## config.mk

```make
export PLATFORM = sky130hd
export DESIGN_NAME = demux1to4_buf
export DESIGN_NICKNAME = d
export VERILOG_FILES = /design/src/rtl/demux1to4_buf.sv
export SDC_FILE = /design/constraint.sdc
export NUM_CORES = 1
export LEC_CHECK = 0
export ABC_AREA = 0
export CORE_MARGIN = 5
export CORE_UTILIZATION = 42
export CTS_BUF_LIST = sky130_fd_sc_hd__clkbuf_4 sky130_fd_sc_hd__clkbuf_8
export CTS_CLUSTER_SIZE = 14
export DETAILED_ROUTE_END_ITERATION = 10
export PLACE_DENSITY = 0.71
export REMOVE_ABC_BUFFERS = 1
export SKIP_CTS_REPAIR_TIMING = 1
export SYNTH_ARGS = -nofsm -noshare
export SYNTH_HDL_FRONTEND = slang
export SYNTH_SLANG_ARGS = --single-unit
```

## constraint.sdc

```tcl
create_clock -name Clk -period 6.32 [get_ports Clk]
set_input_delay 1.264 -clock Clk [delete_from_list [all_inputs] [get_ports Clk]]
set_output_delay 1.264 -clock Clk [all_outputs]
set_load 0.005 [all_outputs]
```

## src/rtl/demux1to4_buf.sv

```systemverilog
// 1-to-4 demultiplexer with a small FIFO per output channel.
// Optional per-channel accepted-word counters appear on Count when DEMUX1TO4_CNT_EN is defined.
module demux1to4_buf #(
  parameter int WIDTH = 32,
  parameter int DEPTH = 2
) (
  input  logic             Clk,
  input  logic             Reset,
  input  logic [WIDTH-1:0] Din,
  input  logic [1:0]       Sel,
  input  logic             InValid,
  output logic             InReady,
  output logic [WIDTH-1:0] Dout0,
  output logic [WIDTH-1:0] Dout1,
  output logic [WIDTH-1:0] Dout2,
  output logic [WIDTH-1:0] Dout3,
  output logic             OutValid0,
  output logic             OutValid1,
  output logic             OutValid2,
  output logic             OutValid3,
  input  logic             OutReady0,
  input  logic             OutReady1,
  input  logic             OutReady2,
  input  logic             OutReady3
`ifdef DEMUX1TO4_CNT_EN
  ,
  output logic [31:0]      Count
`endif
);

  // DEPTH is 2 or 4, so the pointers wrap naturally at their own width.
  localparam int PW = (DEPTH > 2) ? 2 : 1;

  logic [WIDTH-1:0] mem_q    [4][DEPTH];
  logic [WIDTH-1:0] mem_d    [4][DEPTH];
  logic [PW-1:0]    wr_ptr_q [4];
  logic [PW-1:0]    wr_ptr_d [4];
  logic [PW-1:0]    rd_ptr_q [4];
  logic [PW-1:0]    rd_ptr_d [4];
  logic [2:0]       occ_q    [4];
  logic [2:0]       occ_d    [4];
  logic [3:0]       out_ready;
  logic [3:0]       push;
  logic [3:0]       pop;

  assign out_ready = {OutReady3, OutReady2, OutReady1, OutReady0};

  // Ready looks only at registered occupancy: a full channel stays not-ready while draining.
  assign InReady = (occ_q[Sel] < 3'(DEPTH));

  always_comb begin
    push = '0;
    pop  = '0;
    for (int k = 0; k < 4; k++) begin
      push[k] = InValid && InReady && (Sel == 2'(k));
      pop[k]  = out_ready[k] && (occ_q[k] != 3'd0);
    end
  end

  always_comb begin
    mem_d    = mem_q;
    wr_ptr_d = wr_ptr_q;
    rd_ptr_d = rd_ptr_q;
    occ_d    = occ_q;
    for (int k = 0; k < 4; k++) begin
      if (push[k]) begin
        mem_d[k][wr_ptr_q[k]] = Din;
        wr_ptr_d[k]           = wr_ptr_q[k] + PW'(1);
      end
      if (pop[k]) begin
        rd_ptr_d[k] = rd_ptr_q[k] + PW'(1);
      end
      occ_d[k] = occ_q[k] + {2'b00, push[k]} - {2'b00, pop[k]};
    end
  end

  always_ff @(posedge Clk) begin
    if (Reset) begin
      for (int k = 0; k < 4; k++) begin
        wr_ptr_q[k] <= '0;
        rd_ptr_q[k] <= '0;
        occ_q[k]    <= '0;
      end
    end else begin
      wr_ptr_q <= wr_ptr_d;
      rd_ptr_q <= rd_ptr_d;
      occ_q    <= occ_d;
    end
  end

  // Storage holds no control meaning, so it is left out of reset.
  always_ff @(posedge Clk) begin
    mem_q <= mem_d;
  end

  assign Dout0     = mem_q[0][rd_ptr_q[0]];
  assign Dout1     = mem_q[1][rd_ptr_q[1]];
  assign Dout2     = mem_q[2][rd_ptr_q[2]];
  assign Dout3     = mem_q[3][rd_ptr_q[3]];
  assign OutValid0 = (occ_q[0] != 3'd0);
  assign OutValid1 = (occ_q[1] != 3'd0);
  assign OutValid2 = (occ_q[2] != 3'd0);
  assign OutValid3 = (occ_q[3] != 3'd0);

`ifdef DEMUX1TO4_CNT_EN
  logic [7:0] cnt_q [4];
  logic [7:0] cnt_d [4];

  always_comb begin
    cnt_d = cnt_q;
    for (int k = 0; k < 4; k++) begin
      if (push[k]) begin
        cnt_d[k] = cnt_q[k] + 8'd1;
      end
    end
  end

  always_ff @(posedge Clk) begin
    if (Reset) begin
      for (int k = 0; k < 4; k++) begin
        cnt_q[k] <= '0;
      end
    end else begin
      cnt_q <= cnt_d;
    end
  end

  assign Count = {cnt_q[3], cnt_q[2], cnt_q[1], cnt_q[0]};
`endif

endmodule

```

# After elaboration in Yosys (flattened, before gate mapping)
# Index checks and enable logic that the tools add are counted.
totals:
  reg_bits: 276
  inputBits: 41
  out_inout_bits: 133
  word_cells: 107
classes:
  add_sub_neg: 16
  magnitude_cmp: 14
  n_eq_ne: 3
  muxes: 27
  bitwise: 9
  reduce_logical: 18
ops:
  columns: ["cell", "count"]
  rows:
  - ["$mux W32", 16]
  - ["$bwmux W64", 4]
  - ["$demux W32 S1", 4]
  - ["$ge A2 B2 Y1 const B", 8]
  - ["$not A1 Y2", 8]
  - ["$logic_and A1 B1 Y1", 13]
  - ["$add A3 B1 Y3", 4]
  - ["$reduce_bool A3 Y1", 4]
  - ["$sub A3 B1 Y3", 4]
  - ["$add A1 B1 Y1 const B", 8]
  - ["$lt A2 B1 Y1 const B", 4]
  - ["$bmux W3 S2", 1]
  - ["$mux W3", 2]
  - ["$eq A2 B2 Y1 const B", 2]
  - ["$ge A3 B3 Y1 const B", 1]
  - ["$lt A3 B2 Y1 const B", 1]
  - ["$not A2 Y3", 1]
  - ["$eq A2 B1 Y1 const B", 1]
  - ["$logic_not A2 Y1", 1]

# Longest topological paths before layout
# Gate-level depths: netlist (run 1).
logic_depth:
  word_depth: 9
  depth_mapped: 10
  ltp_nobuf: 10

# Worst setup path before layout (run 1)
# Ideal clock, no wire load.
synth_timing:
  path_kind: "input-to-reg"
  from: "input Sel[1]"
  to: "register mem_q[192] (netlist bit), enable pin"
  setup_ps: 421
  t_arrival_ps: 2914
  required_time_ps: 5899
  setup_slack_ps: 2985
  stages: 3
  n_path_buf: 0
  cell_sequence: "nor3b_2 nand2_1 nor2_1"
synth_between:
  elab_chain_len: 7
  word_cells_on_any_way: 8
  classes_between: "1 x order compare; 3 x mux; 1 x bitwise; 3 x reduce/logical"
synth_rtl:
  columns: ["item", "line_no", "rtl"]
  rows:
  - ["start, declared", "10", "input logic [1:0] Sel,"]
  - ["$not A2 Y3 (implied by the code)", "49", "assign InReady = (occ_q[Sel] < 3'(DEPTH));"]
  - ["$bmux W3 S2", "49", null]
  - ["$mux W3 (implied by the code) (2 in series)", "49", null]
  - ["$lt A3 B2 Y1", "49", null]
  - ["$logic_and A1 B1 Y1", "55", "push[k] = InValid && InReady && (Sel == 2'(k));"]
  - ["$logic_and A1 B1 Y1 (*)", "55", null]
  - ["end signal, assigned", "93", "mem_q <= mem_d;"]
  - ["end, declared", "34", "logic [WIDTH-1:0] mem_q [4][DEPTH];"]
# Every way passes the cells marked *; elsewhere a longest branch is shown, timed or not. The select of a mux whose other input is x is not followed.
# A chain may end at the register's enable or synchronous reset.

# Final worst setup path (run 1)
layout_timing:
  from: "input Sel[0]"
  to: "output InReady"
layout_between:
  elab_chain_len: 5
layout_rtl:
  columns: ["item", "line_no", "rtl"]
  rows:
  - ["$not A2 Y3 (implied by the code)", "49", null]
  - ["$bmux W3 S2", "49", null]
  - ["$mux W3 (implied by the code) (2 in series)", "49", null]
  - ["$lt A3 B2 Y1", "49", null]
  - ["end, declared", "12", "output logic InReady,"]
# Every way passes these cells. The select of a mux whose other input is x is not followed.

==> flow_summary.toml, run 1 <==
[run_status]
status = "finished, final reports clean"

[sta]
maxSlewViolCount = 0
finalHoldViolations = 0
fmax_mhz = 243
min_period_ps = 4120
slew-limit-headroom = 0.193
finalWorstSetupSlack_ps = 2200
fin_crit_sh = 0.651
setup-tns-final_ps = 0
rsz0062_at_grt = "no"
setup_viol = 0
fin_skew_ps = 8.91
worstMarginPinSlew_ps = 1210

[power]
power_density_nw_per_um2 = 378
combinationalPowerShare = 0.247
switching_share = 0.252
switching_power_w = 0.00126
peakVddDrop_uv = 233
sequentialPowerShare = 0.469
clockPowerShare = 0.284
p_total_w = 0.00500
p_leak_nw = 4.39
internal_power_w = 0.00374

[layout]
layout_common_cells = "edfxtp_1, clkdlybuf4s50_1, mux2_2"
nets = 770
stdcell_count = 1070
final_common_cell = "edfxtp_1"
diodes = 0
syn_to_final_growth_pct = 28.6
drive_gt1_frac = 0.288

[clock_tree]
cts_root_buf = "clkbuf_8"
clock_latency_ps = 520
cts_tree = "yes"
ctsHtreeMaxLevel = 2
cts.sinks = 276
cts_inserted_buffers = 44
cts_buffer_depth = 3
clkTransAtPathRegs_ps = 50

[detailed_routing]
drtIter0Drc = 210
drc = 0
met3_length_um = 1210
firstDrtPassIters = 4
vias_per_cell = 4.77
drt-met1-wl_um = 8510
dr.max_layer_used = "met4"
dr_wl_met2_um = 10200
wl_per_cell_um = 18.9
wl_um = 20200
postRouteAntennaNets = 0
vias = 5108

[worst_setup_path]
critPathLaunchType = "primary input"
critPathMaxFanout = 5
critical_path_required_ps = 5060
criticalPathCategory = "primary input to output port"
setup.worst_path.end_class = "output port"
cp.arrival_ps = 2850
critPathLaunch = "Sel[0]"
r2r-start = "occ_q[7]"

[die]
die_area_sq_um = 27800
core-area_sq_um = 24200
io_pins = 174
num_rows = 57
start_util = 0.425
die_w_um = 167
dieHeight_um = 167

[grt]
grt_max_degree = 34
grtUsageTotal = 0.145
grt.overflow.total = 0
grt_pass1_wl_um = 31400
grt_antenna_before_repair = 0
grt_pass1_vias = 5589

[place]
place_inst = 995
dp_hpwl_um = 12300
portBuffers = 173
routabilityCongestion = 0.714
preCtsSetupSlack_ps = 2200

[logic_synthesis]
ys_seq_area_frac = 0.785
ys_top_cells_by_area = "edfxtp_1, mux2_2, dfxtp_1"
syn_avg_cell_area_sq_um = 20.0
syn_area_sq_um = 10300
synth_cells = 516
yosysUniqueCellTypes = 27
synth-seq-cells = 276
synth_top_area_share = 0.746
synth_warnings = 0
yosys.area.top_type = "edfxtp_1"

[hold_path]
min_from = "occ_q[8]"
hold_path_class = "flip-flop to flip-flop"

[run]
drv_cap = 0
==> worst max-delay path, cell delays in order <==
cell	delay (ps)
clkdlybuf4s50_1	570
mux4_1	560
clkdlybuf4s50_1	460
==> registers in the layout, summed over array words and instances, names as in the netlist <==
name	flops
mem_q	256
occ_q	12
rd_ptr_q	4
wr_ptr_q	4
==> kinds of logic after synthesis <==
group / after synthesis / share of synthesized area
muxes: 133 / 0.148
adders and majority gates: 12 / 0.0175
and+or+nand+nor: 49 / 0.0239
DFF: 276 / 0.785
xor gates and xnor gates: 10 / 0.00850
buffers and inverters: 32 / 0.0140
AOI/OAI and AO/OA: 4 / 0.00352
==> Yosys cell counts <==
| master | number |
|---|---|
| nand4b_2 | 1 |
| mux2_4 | 2 |
| nand4b_1 | 1 |
| nand4_1 | 1 |
| dfxtp_1 | 20 |
| o31a_1 | 3 |
| buf_4 | 1 |
| nor2_1 | 30 |
| fa_1 | 4 |
| xnor2_1 | 8 |
| mux2_2 | 130 |
| mux4_1 | 1 |
| nor3b_2 | 1 |
| clkbuf_1 | 1 |
| nor3_1 | 2 |
| or3_2 | 1 |
| or3_1 | 3 |
| nand2_1 | 1 |
| buf_2 | 16 |
| ha_1 | 8 |
| nor2b_1 | 6 |
| edfxtp_1 | 256 |
| o31a_2 | 1 |
| and2_2 | 1 |
| and2_1 | 1 |
| xor2_1 | 2 |
| inv_1 | 14 |
==> routing by layer <==
metal / global-route usage / vias to the layer above
met5: 0 / -
met4: 0.0388 / 0
met3: 0.0393 / 22
met2: 0.254 / 158
met1: 0.177 / 2538
li1: - / 2390
==> area by class of cell <==
class                           count  area, sq um
Clock buffer                       60          738
Clock inverter                     15         93.8
Fill cell                        1893        11000
Inverter                           14         52.6
Multi-Input combinational cell    208         2130
Sequential cell                   276         8090
Tap cell                          324          405
Timing Repair Buffer              173         1730
==> through the flow <==
stage,hold slack [ps],utilization,cell area [sq um]
detailed placement,563,0.512,12400
global placement,512,0.512,12400
CTS,591,0.546,13200
floorplan,501,-,10200
finish,584,0.546,13200
global route,622,0.546,13200
==> path summary, 6_finish.rpt <==
kind / to / slack [ps] / cells after the start
worst max-delay path: InReady / 2200 / 3
worst min-delay path: occ_q[8] / 580 / 2
worst max register to register: occ_q[8] / 3840 / 10
worst min register to register: occ_q[8] / 580 / 2
==> power by group through the flow <==
stage,combinational (W),sequential [W],clock (W)
2_1_floorplan,0.000598,0.00230,0
3_3_place_gp,0.00122,0.00238,0
3_5_place_dp,0.00125,0.00239,0
4_1_cts,0.00126,0.00236,0.00147
5_1_grt,0.00134,0.00238,0.00155
6_report,0.00123,0.00235,0.00142
No activity file was read; power rests on OpenSTA's default activity.
==> run 2, diff against run 1 <==
--- a/config.mk
+++ b/config.mk
@@ -11,7 +11,7 @@
 export CTS_BUF_LIST = sky130_fd_sc_hd__clkbuf_4 sky130_fd_sc_hd__clkbuf_8
 export CTS_CLUSTER_SIZE = 14
 export DETAILED_ROUTE_END_ITERATION = 10
-export PLACE_DENSITY = 0.71
+export PLACE_DENSITY = 0.73
 export REMOVE_ABC_BUFFERS = 1
 export SKIP_CTS_REPAIR_TIMING = 1
 export SYNTH_ARGS = -nofsm -noshare
==> constraint.sdc (replaced) <==
create_clock -name Clk -period 3.7 [get_ports Clk]
set_input_delay 0.74 -clock Clk [delete_from_list [all_inputs] [get_ports Clk]]
set_output_delay 0.74 -clock Clk [all_outputs]
set_load 0.005 [all_outputs]
==> run 2 against run 1 <==
Against the previous run:
- critical path depth is the same
- utilization grew 1.0 points
- worst setup slack lost 1700 ps
- combinational power grew 90%
- design area grew 1.9%
- routed wire length grew 12%
- via count grew 3.0%
- first-iteration DRC count shrank 0.95%
- global-route usage grew 1.6 points
==> flow_summary.toml, run 2 (synthesized netlist as in run 1, its figures left out) <==
[run_status]
status = "finished, final reports clean"

[worst_setup_path]
criticalPathCategory = "flip-flop to output port"
critical_path_required_ps = 2960
critPathMaxFanout = 18
cp.arrival_ps = 2420
setup.worst_path.end_class = "output port"
critPathLaunchType = "flip-flop"

[sta]
setup_viol = 0
fin_skew_ps = 14.5
finalHoldViolations = 0
slew-limit-headroom = 0.436
fmax_mhz = 316
setup-tns-final_ps = 0
fin_crit_sh = 0.854
rsz0062_at_grt = "no"
maxSlewViolCount = 0
min_period_ps = 3160
hold_slack_ps = 553
worstMarginPinSlew_ps = 843

[detailed_routing]
vias_per_cell = 4.84
drc = 0
postRouteAntennaNets = 0
drtIter0Drc = 208
vias = 5261
firstDrtPassIters = 4
wl_per_cell_um = 20.9
wl_um = 22700

[hold_path]
hold_path_class = "flip-flop to flip-flop"

[clock_tree]
ctsHtreeMaxLevel = 2
cts_inserted_buffers = 44
clkTransAtPathRegs_ps = 60
cts.sinks = 276
cts_buffer_depth = 3
cts_tree = "yes"
cts_root_buf = "clkbuf_8"
clock_latency_ps = 530

[power]
peakVddDrop_uv = 365
internal_power_w = 0.00661
switching_share = 0.254
sequentialPowerShare = 0.439
p_leak_nw = 4.51
power_density_nw_per_um2 = 657
combinationalPowerShare = 0.264
clockPowerShare = 0.297
switching_power_w = 0.00226

[layout]
final_area_sq_um = 13500
top_regs = "mem_q (256), occ_q (12)"
drive_gt1_frac = 0.304
final_common_cell = "edfxtp_1"
layout_common_cells = "edfxtp_1, clkdlybuf4s50_1, mux2_2"
stdcell_count = 1086
fin_util = 0.557
nets = 784
top_register = "mem_q"
largest_register_ffs = 256
diodes = 0
n_fill_cell = 1839
syn_to_final_growth_pct = 31.0

[die]
io_pins = 174
start_util = 0.425
core-area_sq_um = 24200
num_rows = 57
die_area_sq_um = 27800
dieHeight_um = 167
die_w_um = 167

[grt]
grt_pass1_vias = 5870
grt.overflow.total = 0
grt_pass1_wl_um = 34400
grt_antenna_before_repair = 0
grt_max_degree = 33
grtUsageTotal = 0.161

[place]
dp_hpwl_um = 14100
place_inst = 1009
placed_area_sq_um = 12600
routabilityCongestion = 0.727
portBuffers = 173

[run]
drv_cap = 0
-- run 2: critical path, cell delays in order, from the launching register on --
cell and delay (ps):
dfxtp_2 630, buf_4 400, mux2_2 400, clkdlybuf4s50_1 460
-- run 2: layout make-up --
type	instances	area (sq um)	share of cell area
clock buffers	56	702	0.0520
multi-input cells	208	2130	0.158
inverters	14	52.6	0.00389
flip-flops and latches	276	8090	0.600
well taps	324	405	0.0300
repair buffers	187	1910	0.142
clock inverters	21	200	0.0148
-- run 2: worst paths after layout --
path	from	to	slack, ps	depth (start not counted)
max	rd_ptr_q[2]	Dout1[19]	540	3
min	occ_q[8]	occ_q[8]	550	2
max reg2reg	occ_q[1]	occ_q[2]	1290	10
min reg2reg	occ_q[8]	occ_q[8]	550	2
-- run 2: power by group through the flow --
stage / clock network (W) / logic, W / registers (W)
finish: 0.00263 / 0.00234 / 0.00389
global route: 0.00287 / 0.00253 / 0.00392
CTS: 0.00272 / 0.00239 / 0.00391
detailed placement: 0 / 0.00237 / 0.00397
global placement: 0 / 0.00233 / 0.00394
floorplan: 0 / 0.00102 / 0.00393
-- run 2: per-layer routing --
layer,global-route usage,vias to the layer above,wire [um]
met1,0.192,2620,9200
met4,0.0551,0,517
met5,0,-,0
met2,0.279,178,11500
met3,0.0474,41,1440
li1,-,2422,-
-- run 2: per-stage QoR --
stage / setup slack (ps) / power [W]
floorplan: 889 / 0.00495
global placement: 534 / 0.00627
detailed placement: 454 / 0.00634
CTS: 454 / 0.00901
global route: 379 / 0.00932
finish: 540 / 0.00887
